### config.mk
export PLATFORM = sky130hd
export DESIGN_NAME = imem_boot_loader_flat
export DESIGN_NICKNAME = d
export VERILOG_FILES = /design/src/rtl/imem_boot_pkg.sv /design/src/rtl/imem_boot_loader_if.sv /design/src/rtl/imem_boot_loader_byte_word_packer.sv /design/src/rtl/imem_boot_loader.sv /design/src/flat_wrapper.sv
export SDC_FILE = /design/constraint.sdc
export NUM_CORES = 1
export LEC_CHECK = 0
export BUFFER_PORTS_ARGS = -buffer_cell sky130_fd_sc_hd__clkbuf_2
export CAP_MARGIN = 20
export CORE_MARGIN = 1.5
export CORE_UTILIZATION = 35
export CTS_CLUSTER_DIAMETER = 50
export CTS_CLUSTER_SIZE = 10
export DETAILED_ROUTE_END_ITERATION = 12
export MAX_ROUTING_LAYER = met4
export PLACE_DENSITY = 0.56
export SETUP_SLACK_MARGIN = 0.02
export SLEW_MARGIN = 20
export SYNTH_ARGS = -nofsm -noshare
export SYNTH_HDL_FRONTEND = slang
export SYNTH_SLANG_ARGS = --single-unit
### constraint.sdc
create_clock -name clk -period 6.2 [get_ports clk]
set_input_delay 1.55 -clock clk [delete_from_list [all_inputs] [get_ports clk]]
set_output_delay 1.55 -clock clk [all_outputs]
set_load 0.01 [all_outputs]
### src/rtl/imem_boot_pkg.sv
// Shared constants, state encoding and header helper for the instruction-memory boot loader.
package imem_boot_pkg;

    localparam int unsigned XG_ADDR_SIZE   = 32;
    localparam int unsigned HDR_BYTES      = 2;
    localparam int unsigned BYTES_PER_WORD = 4;
    localparam int unsigned HDR_BITS       = 8 * HDR_BYTES;
    localparam int unsigned LANE_W         = $clog2(BYTES_PER_WORD);

    localparam logic [2:0] StHdr0 = 3'd0;
    localparam logic [2:0] StHdr1 = 3'd1;
    localparam logic [2:0] StLoad = 3'd2;
    localparam logic [2:0] StRun  = 3'd3;
    localparam logic [2:0] StHalt = 3'd4;
    localparam logic [2:0] StErr  = 3'd5;

    // A legal image holds at least one word and fits in instruction memory.
    function automatic logic hdr_len_ok(input logic [HDR_BITS-1:0] n, input int unsigned depth);
        return (n != '0) && (32'(n) <= depth);
    endfunction

endpackage

### src/rtl/imem_boot_loader_if.sv
// Byte-stream input and instruction-memory write port of the boot loader.
interface imem_boot_loader_if
    import imem_boot_pkg::*;
#(
    parameter int unsigned ADDR_SIZE = XG_ADDR_SIZE
) ();

    logic                 rx_valid;
    logic [7:0]           rx_data;
    logic                 rx_ready;
    logic                 imem_we;
    logic [ADDR_SIZE-1:0] imem_addr;
    logic [31:0]          imem_wdata;

    modport master (
        output rx_valid,
        output rx_data,
        input  rx_ready,
        input  imem_we,
        input  imem_addr,
        input  imem_wdata
    );

    modport slave (
        input  rx_valid,
        input  rx_data,
        output rx_ready,
        output imem_we,
        output imem_addr,
        output imem_wdata
    );

endinterface

### src/rtl/imem_boot_loader_byte_word_packer.sv
// Assembles little-endian bytes into 32-bit words and emits a one-cycle word_valid pulse
// in the cycle after the last lane is accepted.
module byte_word_packer
    import imem_boot_pkg::*;
(
    input  logic        clk,
    input  logic        rstn,
    input  logic        clear,
    input  logic        byte_valid,
    input  logic [7:0]  byte_data,
    output logic        lane_last,
    output logic        word_valid,
    output logic [31:0] word
);

    localparam int unsigned AsmW = 8 * (BYTES_PER_WORD - 1);
    localparam logic [LANE_W-1:0] LastLane = LANE_W'(BYTES_PER_WORD - 1);

    logic [LANE_W-1:0] lane_q, lane_d;
    logic [AsmW-1:0]   asm_q, asm_d;
    logic [31:0]       word_q, word_d;
    logic              word_valid_q, word_valid_d;

    assign lane_last  = (lane_q == LastLane);
    assign word_valid = word_valid_q;
    assign word       = word_q;

    always_comb begin
        lane_d       = lane_q;
        asm_d        = asm_q;
        word_d       = word_q;
        word_valid_d = 1'b0;
        if (clear) begin
            lane_d = '0;
            asm_d  = '0;
        end else if (byte_valid) begin
            if (lane_last) begin
                word_d       = {byte_data, asm_q};
                word_valid_d = 1'b1;
                lane_d       = '0;
                asm_d        = '0;
            end else begin
                for (int i = 0; i < int'(BYTES_PER_WORD) - 1; i++) begin
                    if (lane_q == LANE_W'(i)) begin
                        asm_d[8*i +: 8] = byte_data;
                    end
                end
                lane_d = lane_q + LANE_W'(1);
            end
        end
    end

    always_ff @(posedge clk) begin
        if (rstn) begin
            lane_q       <= '0;
            asm_q        <= '0;
            word_q       <= '0;
            word_valid_q <= 1'b0;
        end else begin
            lane_q       <= lane_d;
            asm_q        <= asm_d;
            word_q       <= word_d;
            word_valid_q <= word_valid_d;
        end
    end

endmodule

### src/rtl/imem_boot_loader.sv
// Streams a length-prefixed program image into instruction memory, then runs the core and
// flags halt once the writeback PC reaches the last loaded instruction.
module imem_boot_loader
    import imem_boot_pkg::*;
#(
    parameter int unsigned ADDR_SIZE   = XG_ADDR_SIZE,
    parameter int unsigned DEPTH_WORDS = 1024,
    parameter int unsigned PIPE_DEPTH  = 5
) (
    input  logic                 clk,
    input  logic                 rstn,
    imem_boot_loader_if.slave    bus,
    input  logic [ADDR_SIZE-1:0] pcW,
    output logic                 cpu_rst,
    output logic                 busy,
    output logic                 halted,
    output logic                 err,
    output logic [31:0]          cycle_count
);

    logic [2:0]           state_q, state_d;
    logic [7:0]           n_lo_q, n_lo_d;
    logic [HDR_BITS-1:0]  n_q, n_d;
    logic [HDR_BITS-1:0]  index_q, index_d;
    logic [ADDR_SIZE-1:0] end_pc_q, end_pc_d;
    logic [ADDR_SIZE-1:0] addr_q, addr_d;
    logic [31:0]          count_q, count_d;

    logic                 stream_state;
    logic                 accept;
    logic                 load_start;
    logic [HDR_BITS-1:0]  n_hdr;
    logic                 pk_lane_last;
    logic                 pk_word_valid;
    logic [31:0]          pk_word;

    assign stream_state = (state_q == StHdr0) || (state_q == StHdr1) || (state_q == StLoad);
    assign bus.rx_ready = stream_state && !rstn;
    assign accept       = bus.rx_valid && bus.rx_ready;
    assign n_hdr        = {bus.rx_data, n_lo_q};
    assign load_start   = accept && (state_q == StHdr1) && hdr_len_ok(n_hdr, DEPTH_WORDS);

    byte_word_packer u_packer (
        .clk        (clk),
        .rstn       (rstn),
        .clear      (load_start),
        .byte_valid (accept && (state_q == StLoad)),
        .byte_data  (bus.rx_data),
        .lane_last  (pk_lane_last),
        .word_valid (pk_word_valid),
        .word       (pk_word)
    );

    assign bus.imem_we    = pk_word_valid;
    assign bus.imem_addr  = addr_q;
    assign bus.imem_wdata = pk_word;

    assign busy        = stream_state;
    assign cpu_rst     = (state_q != StRun);
    assign halted      = (state_q == StHalt);
    assign err         = (state_q == StErr);
    assign cycle_count = count_q;

    always_comb begin
        state_d  = state_q;
        n_lo_d   = n_lo_q;
        n_d      = n_q;
        index_d  = index_q;
        end_pc_d = end_pc_q;
        addr_d   = addr_q;
        count_d  = count_q;
        unique case (state_q)
            StHdr0: begin
                if (accept) begin
                    n_lo_d  = bus.rx_data;
                    state_d = StHdr1;
                end
            end
            StHdr1: begin
                if (accept) begin
                    if (load_start) begin
                        n_d      = n_hdr;
                        index_d  = '0;
                        end_pc_d = ADDR_SIZE'({n_hdr - HDR_BITS'(1), 2'b00});
                        state_d  = StLoad;
                    end else begin
                        state_d = StErr;
                    end
                end
            end
            StLoad: begin
                // Address is latched with the final byte so it lines up with the write strobe.
                if (accept && pk_lane_last) begin
                    addr_d  = ADDR_SIZE'({index_q, 2'b00});
                    index_d = index_q + HDR_BITS'(1);
                end
                if (pk_word_valid && (index_q == n_q)) begin
                    state_d = StRun;
                end
            end
            StRun: begin
                if (count_q != '1) begin
                    count_d = count_q + 32'd1;
                end
                if ((pcW == end_pc_q) && (count_q >= 32'(PIPE_DEPTH - 1))) begin
                    state_d = StHalt;
                end
            end
            StHalt, StErr: begin
                state_d = state_q;
            end
            default: begin
                state_d = StHdr0;
            end
        endcase
    end

    always_ff @(posedge clk) begin
        if (rstn) begin
            state_q  <= StHdr0;
            n_lo_q   <= '0;
            n_q      <= '0;
            index_q  <= '0;
            end_pc_q <= '0;
            addr_q   <= '0;
            count_q  <= '0;
        end else begin
            state_q  <= state_d;
            n_lo_q   <= n_lo_d;
            n_q      <= n_d;
            index_q  <= index_d;
            end_pc_q <= end_pc_d;
            addr_q   <= addr_d;
            count_q  <= count_d;
        end
    end

endmodule

### src/flat_wrapper.sv
// flat-port wrapper written by rule: the top's interface ports become plain ports
module imem_boot_loader_flat import imem_boot_pkg::*;
#(
    parameter int unsigned ADDR_SIZE   = XG_ADDR_SIZE,
    parameter int unsigned DEPTH_WORDS = 1024,
    parameter int unsigned PIPE_DEPTH  = 5
)
  (clk, rstn, pcW, cpu_rst, busy, halted, err, cycle_count, bus_rx_valid, bus_rx_data, bus_rx_ready, bus_imem_we, bus_imem_addr, bus_imem_wdata);
  imem_boot_loader_if #(.ADDR_SIZE(ADDR_SIZE)) bus_i ();
  input  logic clk;
  input  logic rstn;
  input  logic [ADDR_SIZE-1:0] pcW;
  output logic cpu_rst;
  output logic busy;
  output logic halted;
  output logic err;
  output logic [31:0] cycle_count;
  input wire logic [$bits(bus_i.rx_valid)-1:0] bus_rx_valid;
  input wire logic [$bits(bus_i.rx_data)-1:0] bus_rx_data;
  output wire logic [$bits(bus_i.rx_ready)-1:0] bus_rx_ready;
  output wire logic [$bits(bus_i.imem_we)-1:0] bus_imem_we;
  output wire logic [$bits(bus_i.imem_addr)-1:0] bus_imem_addr;
  output wire logic [$bits(bus_i.imem_wdata)-1:0] bus_imem_wdata;
  assign bus_i.rx_valid = bus_rx_valid;
  assign bus_i.rx_data = bus_rx_data;
  assign bus_rx_ready = bus_i.rx_ready;
  assign bus_imem_we = bus_i.imem_we;
  assign bus_imem_addr = bus_i.imem_addr;
  assign bus_imem_wdata = bus_i.imem_wdata;
  imem_boot_loader #(.ADDR_SIZE(ADDR_SIZE), .DEPTH_WORDS(DEPTH_WORDS), .PIPE_DEPTH(PIPE_DEPTH)) u_core (.clk(clk), .rstn(rstn), .bus(bus_i), .pcW(pcW), .cpu_rst(cpu_rst), .busy(busy), .halted(halted), .err(err), .cycle_count(cycle_count));
endmodule
==> summary.txt <==
Global route
  • Number of global-route vias before repair: 5672
  • Global-route total usage across every layer: 17.9%
  • Met1 demand-to-capacity share in global routing: 24.7%
  • Met2 global-route usage: 26.3%
  • Global route hottest layer: met2
  • Number of antenna violations at the first check in global routing: 0
  • First-pass GRT wire length: 30200 um
  • Met3 demand-to-capacity share in global routing: 3.06%
  • Total global routing overflow: 0
  • Largest net degree at the start of global routing: 80

CTS
  • Clock transition at the registers of the reported paths: 0.06 ns
  • Resized cells post-CTS: 0
  • CTS tree: built
  • Count of buffers added by post-CTS timing repair for setup: 0
  • Insertion delay of the later-clocked pin in the worst-skew pair: 0.43 ns
  • Root cell of the clock tree: sky130_fd_sc_hd__clkbuf_16
  • TritonCTS Buffers: 17
  • Clock Path Buffers: 2
  • Clock net sink count: 166
  • Number of H-tree levels: 4
  • Cts-stage hold buffer count: 0

Die
  • Full die area: 21800 um2
  • Die boundary width: 148 um
  • Core region area: 20400 um2
  • Starting density of the core: 35.9%
  • Vertical die dimension: 148 um
  • Number of I/O pins: 145
  • Count of standard-cell rows: 52

Yosys
  • EDFF count, synth: 0
  • Synthesized instance count: 869
  • Ys flop type: sky130_fd_sc_hd__dfxtp_1
  • Async set-reset flop share out of synthesis: 0%
  • Top area cells in the synthesized netlist: sky130_fd_sc_hd__dfxtp_1 45%, sky130_fd_sc_hd__nand2_1 7.1%, sky130_fd_sc_hd__nor2_1 5.5%, sky130_fd_sc_hd__a21oi_1 5.4%, sky130_fd_sc_hd__xnor2_1 4.9%
  • Average cell area after synthesis: 8.42 um2
  • Register area share after synthesis: 45.4%
  • Cell types with the highest counts after synthesis: 166 x sky130_fd_sc_hd__dfxtp_1, 138 x sky130_fd_sc_hd__nand2_1, 107 x sky130_fd_sc_hd__nor2_1, 79 x sky130_fd_sc_hd__a21oi_1, 41 x sky130_fd_sc_hd__xnor2_1
  • Most frequent cell after synthesis: sky130_fd_sc_hd__dfxtp_1
  • Library cell occupying the most area in the post-synthesis netlist: sky130_fd_sc_hd__dfxtp_1
  • Syn Std Cell Area: 7320 um2
  • Yosys warning count: 0
  • Number of register bits inferred by synthesis: 166
  • Post-synth top area share: 45.4%
  • Library cells used by synthesis: 54

Worst setup path
  • Cell-by-cell listing of the critical path: buf_4, nor2_1, clkbuf_2
  • Data arrival at the endpoint of the critical path: 2.21 ns
  • CP Max Fanout: 44
  • Kind of start point of the critical path: input port
  • CP endpoint kind: output port
  • CP max-delay cell: sky130_fd_sc_hd__buf_4
  • Longest individual stage delay on the worst path: 0.39 ns
  • Required time reported for the critical path endpoint: 4.65 ns
  • Path type of the worst setup path: in -> out

Place
  • Weighted congestion reported at the end of routability-driven placement: 0.796
  • Detailed placement HPWL: 12800 um
  • Number of I/O port buffers: 128
  • Placement-stage worst setup slack: 2.15 ns

Timing
  • Number of pins exceeding their max-slew limit in the final report: 0
  • Unrepaired setup endpoints after global routing: no
  • Headroom to the max-slew limit: 30.3%
  • Final hold violation count: 0
  • Highest attainable clock frequency: 266 MHz
  • Sum of negative setup slack: 0 ns
  • Final period demand of the worst path: 3.76 ns
  • Measured slew at the worst slew-check pin: 1.04 ns
  • Final WS setup: 2.44 ns
  • Final setup fails: 0
  • Fraction of the cycle the final worst path needs: 60.7%
  • Final Skew: 0.00966 ns

Drt
  • DR vias: 6138
  • Routed via count divided by cell count: 4.89
  • Per-cell routed wire length: 14.6 um
  • Detailed-router iteration count before antenna repair: 6
  • Sum of routed wire length over all layers: 18300 um
  • Remaining routing DRC violations: 0
  • First-iteration detailed-routing DRC count: 352
  • Remaining antenna violation count: 0

Pwr
  • Internal power consumption: 1740 uW
  • Worst IR Drop VDD: 0.159 mV
  • Total chip power: 2250 uW
  • Total leakage power: 0.00329 uW
  • Switching share of power: 22.7%
  • Switching power summed over all nets: 510 uW
  • Share of power burned in registers: 48.0%
  • Clock power frac: 47.9%
  • Comb pwr share: 4.2%
  • Pwr/cell area: 259 nW/um2

Layout
  • Synth-to-Final Area Change: 18.3%
  • Fraction of layout instances using a drive strength above 1: 18.4%
  • Post-layout nets: 1023
  • Number of filler cells placed in the layout: 2100
  • Final core utilization: 42.5%
  • # diodes: 0

Worst hold path
  • Type of the tightest min-delay check: reg -> reg

Outcome
  • Run status: finished, final reports clean

Job
  • Max Cap Viol: 0
-- through the flow --
stage	area, um2	hold WS, ns	std cells
2_1_floorplan	7380	0.432	884
3_3_place_gp	8050	0.442	1224
3_5_place_dp	8050	0.446	1224
4_1_cts	8660	0.455	1256
5_1_grt	8660	0.476	1256
6_report	8660	0.454	1256
-- per-layer routing --
| metal | up-vias | share of wire [%] |
|---|---|---|
| met4 | 0 | 1.4 |
| met5 | - | 0 |
| met1 | 2848 | 49 |
| met3 | 19 | 4.2 |
| met2 | 137 | 46 |
| li1 | 3134 | - |
-- sequential cells by signal, indices dropped and copies added (netlist names) --
| register | count |
|---|---|
| u_core.u_packer.word_valid | 1 |
| u_core.bus.imem_addr | 16 |
| u_core.n_lo_q | 8 |
| u_core.u_packer.lane_q | 2 |
| u_core.cycle_count | 32 |
| u_core.u_packer.word | 32 |
| u_core.end_pc_q | 16 |
| u_core.n_q | 16 |
| u_core.index_q | 16 |
| u_core.u_packer.asm_q | 24 |
| u_core.state_q | 3 |
-- area by class of cell --
| cell class | count | area (um2) | area share [%] |
|---|---|---|---|
| well taps | 270 | 338 | 3.90 |
| flip-flops and latches | 166 | 3320 | 38.4 |
| repair buffers | 134 | 688 | 7.94 |
| clock buffers | 20 | 467 | 5.39 |
| clock inverters | 12 | 143 | 1.65 |
| multi-input cells | 641 | 3660 | 42.2 |
| inverters | 13 | 48.8 | 0.563 |
-- critical path: cells and delay by family --
kind,cells,cell delay [ns]
buf+inv,2,0.53
simple gates,1,0.10
-- path summary, 6_finish.rpt --
kind | startpoint | to | slack [ns] | depth (start not counted)
worst max-delay path | rstn | bus_rx_ready | 2.44 | 3
worst min-delay path | u_core.bus.imem_addr[8] | u_core.bus.imem_addr[8] | 0.45 | 2
worst max register to register | u_core.n_lo_q[0] | u_core.index_q[13] | 3.06 | 8
worst min register to register | u_core.bus.imem_addr[8] | u_core.bus.imem_addr[8] | 0.45 | 2
-- power by group through the flow --
stage	Sequential, uW	Combinational (uW)	Clock (uW)
CTS	1080	95.3	1100
floorplan	1100	73.0	0
global placement	1100	94.5	0
finish	1080	93.9	1070
global route	1080	103	1150
detailed placement	1100	94.4	0
-- cell usage in the layout, fill, tap and decap left out, types with 3 or more instances in the layout --
cell type and count:
sky130_fd_sc_hd__dfxtp_1 166, sky130_fd_sc_hd__nand2_1 137, sky130_fd_sc_hd__clkbuf_2 127, sky130_fd_sc_hd__nor2_1 107, sky130_fd_sc_hd__a21oi_1 79, sky130_fd_sc_hd__xnor2_1 41
sky130_fd_sc_hd__xor2_1 37, sky130_fd_sc_hd__nand3_1 33, sky130_fd_sc_hd__nor4_1 21, sky130_fd_sc_hd__clkbuf_16 17, sky130_fd_sc_hd__a22oi_1 16, sky130_fd_sc_hd__conb_1 16
sky130_fd_sc_hd__nand4_1 15, sky130_fd_sc_hd__o21ai_0 14, sky130_fd_sc_hd__nor3b_1 13, sky130_fd_sc_hd__inv_1 12, sky130_fd_sc_hd__nor3_1 12, sky130_fd_sc_hd__and2_1 10
sky130_fd_sc_hd__mux2i_1 10, sky130_fd_sc_hd__or3_1 9, sky130_fd_sc_hd__a211oi_1 9, sky130_fd_sc_hd__and3_1 7, sky130_fd_sc_hd__ha_1 7, sky130_fd_sc_hd__buf_4 7
sky130_fd_sc_hd__nor2b_1 5, sky130_fd_sc_hd__nor4b_1 4, sky130_fd_sc_hd__nand2b_1 4, sky130_fd_sc_hd__nand4b_1 3, sky130_fd_sc_hd__and4_1 3, sky130_fd_sc_hd__clkbuf_8 3
sky130_fd_sc_hd__clkinvlp_4 3, sky130_fd_sc_hd__clkinv_4 3
-- kinds of logic (layout without fill, tap and decap cells) --
family / count (synthesis) / count (layout) / share of synthesized area (%)
and+or+nand+nor: 399 / 399 / 26.4
adders and majority gates: 7 / 7 / 1.20
AOI/OAI and AO/OA: 129 / 129 / 10.3
DFF: 166 / 166 / 45.4
buffers and inverters: 77 / 179 / 5.59
muxes: 12 / 12 / 1.73
other: 1 / 16 / 0.0512
xor gates and xnor gates: 78 / 78 / 9.33
Power figures use the tool's default switching activity.
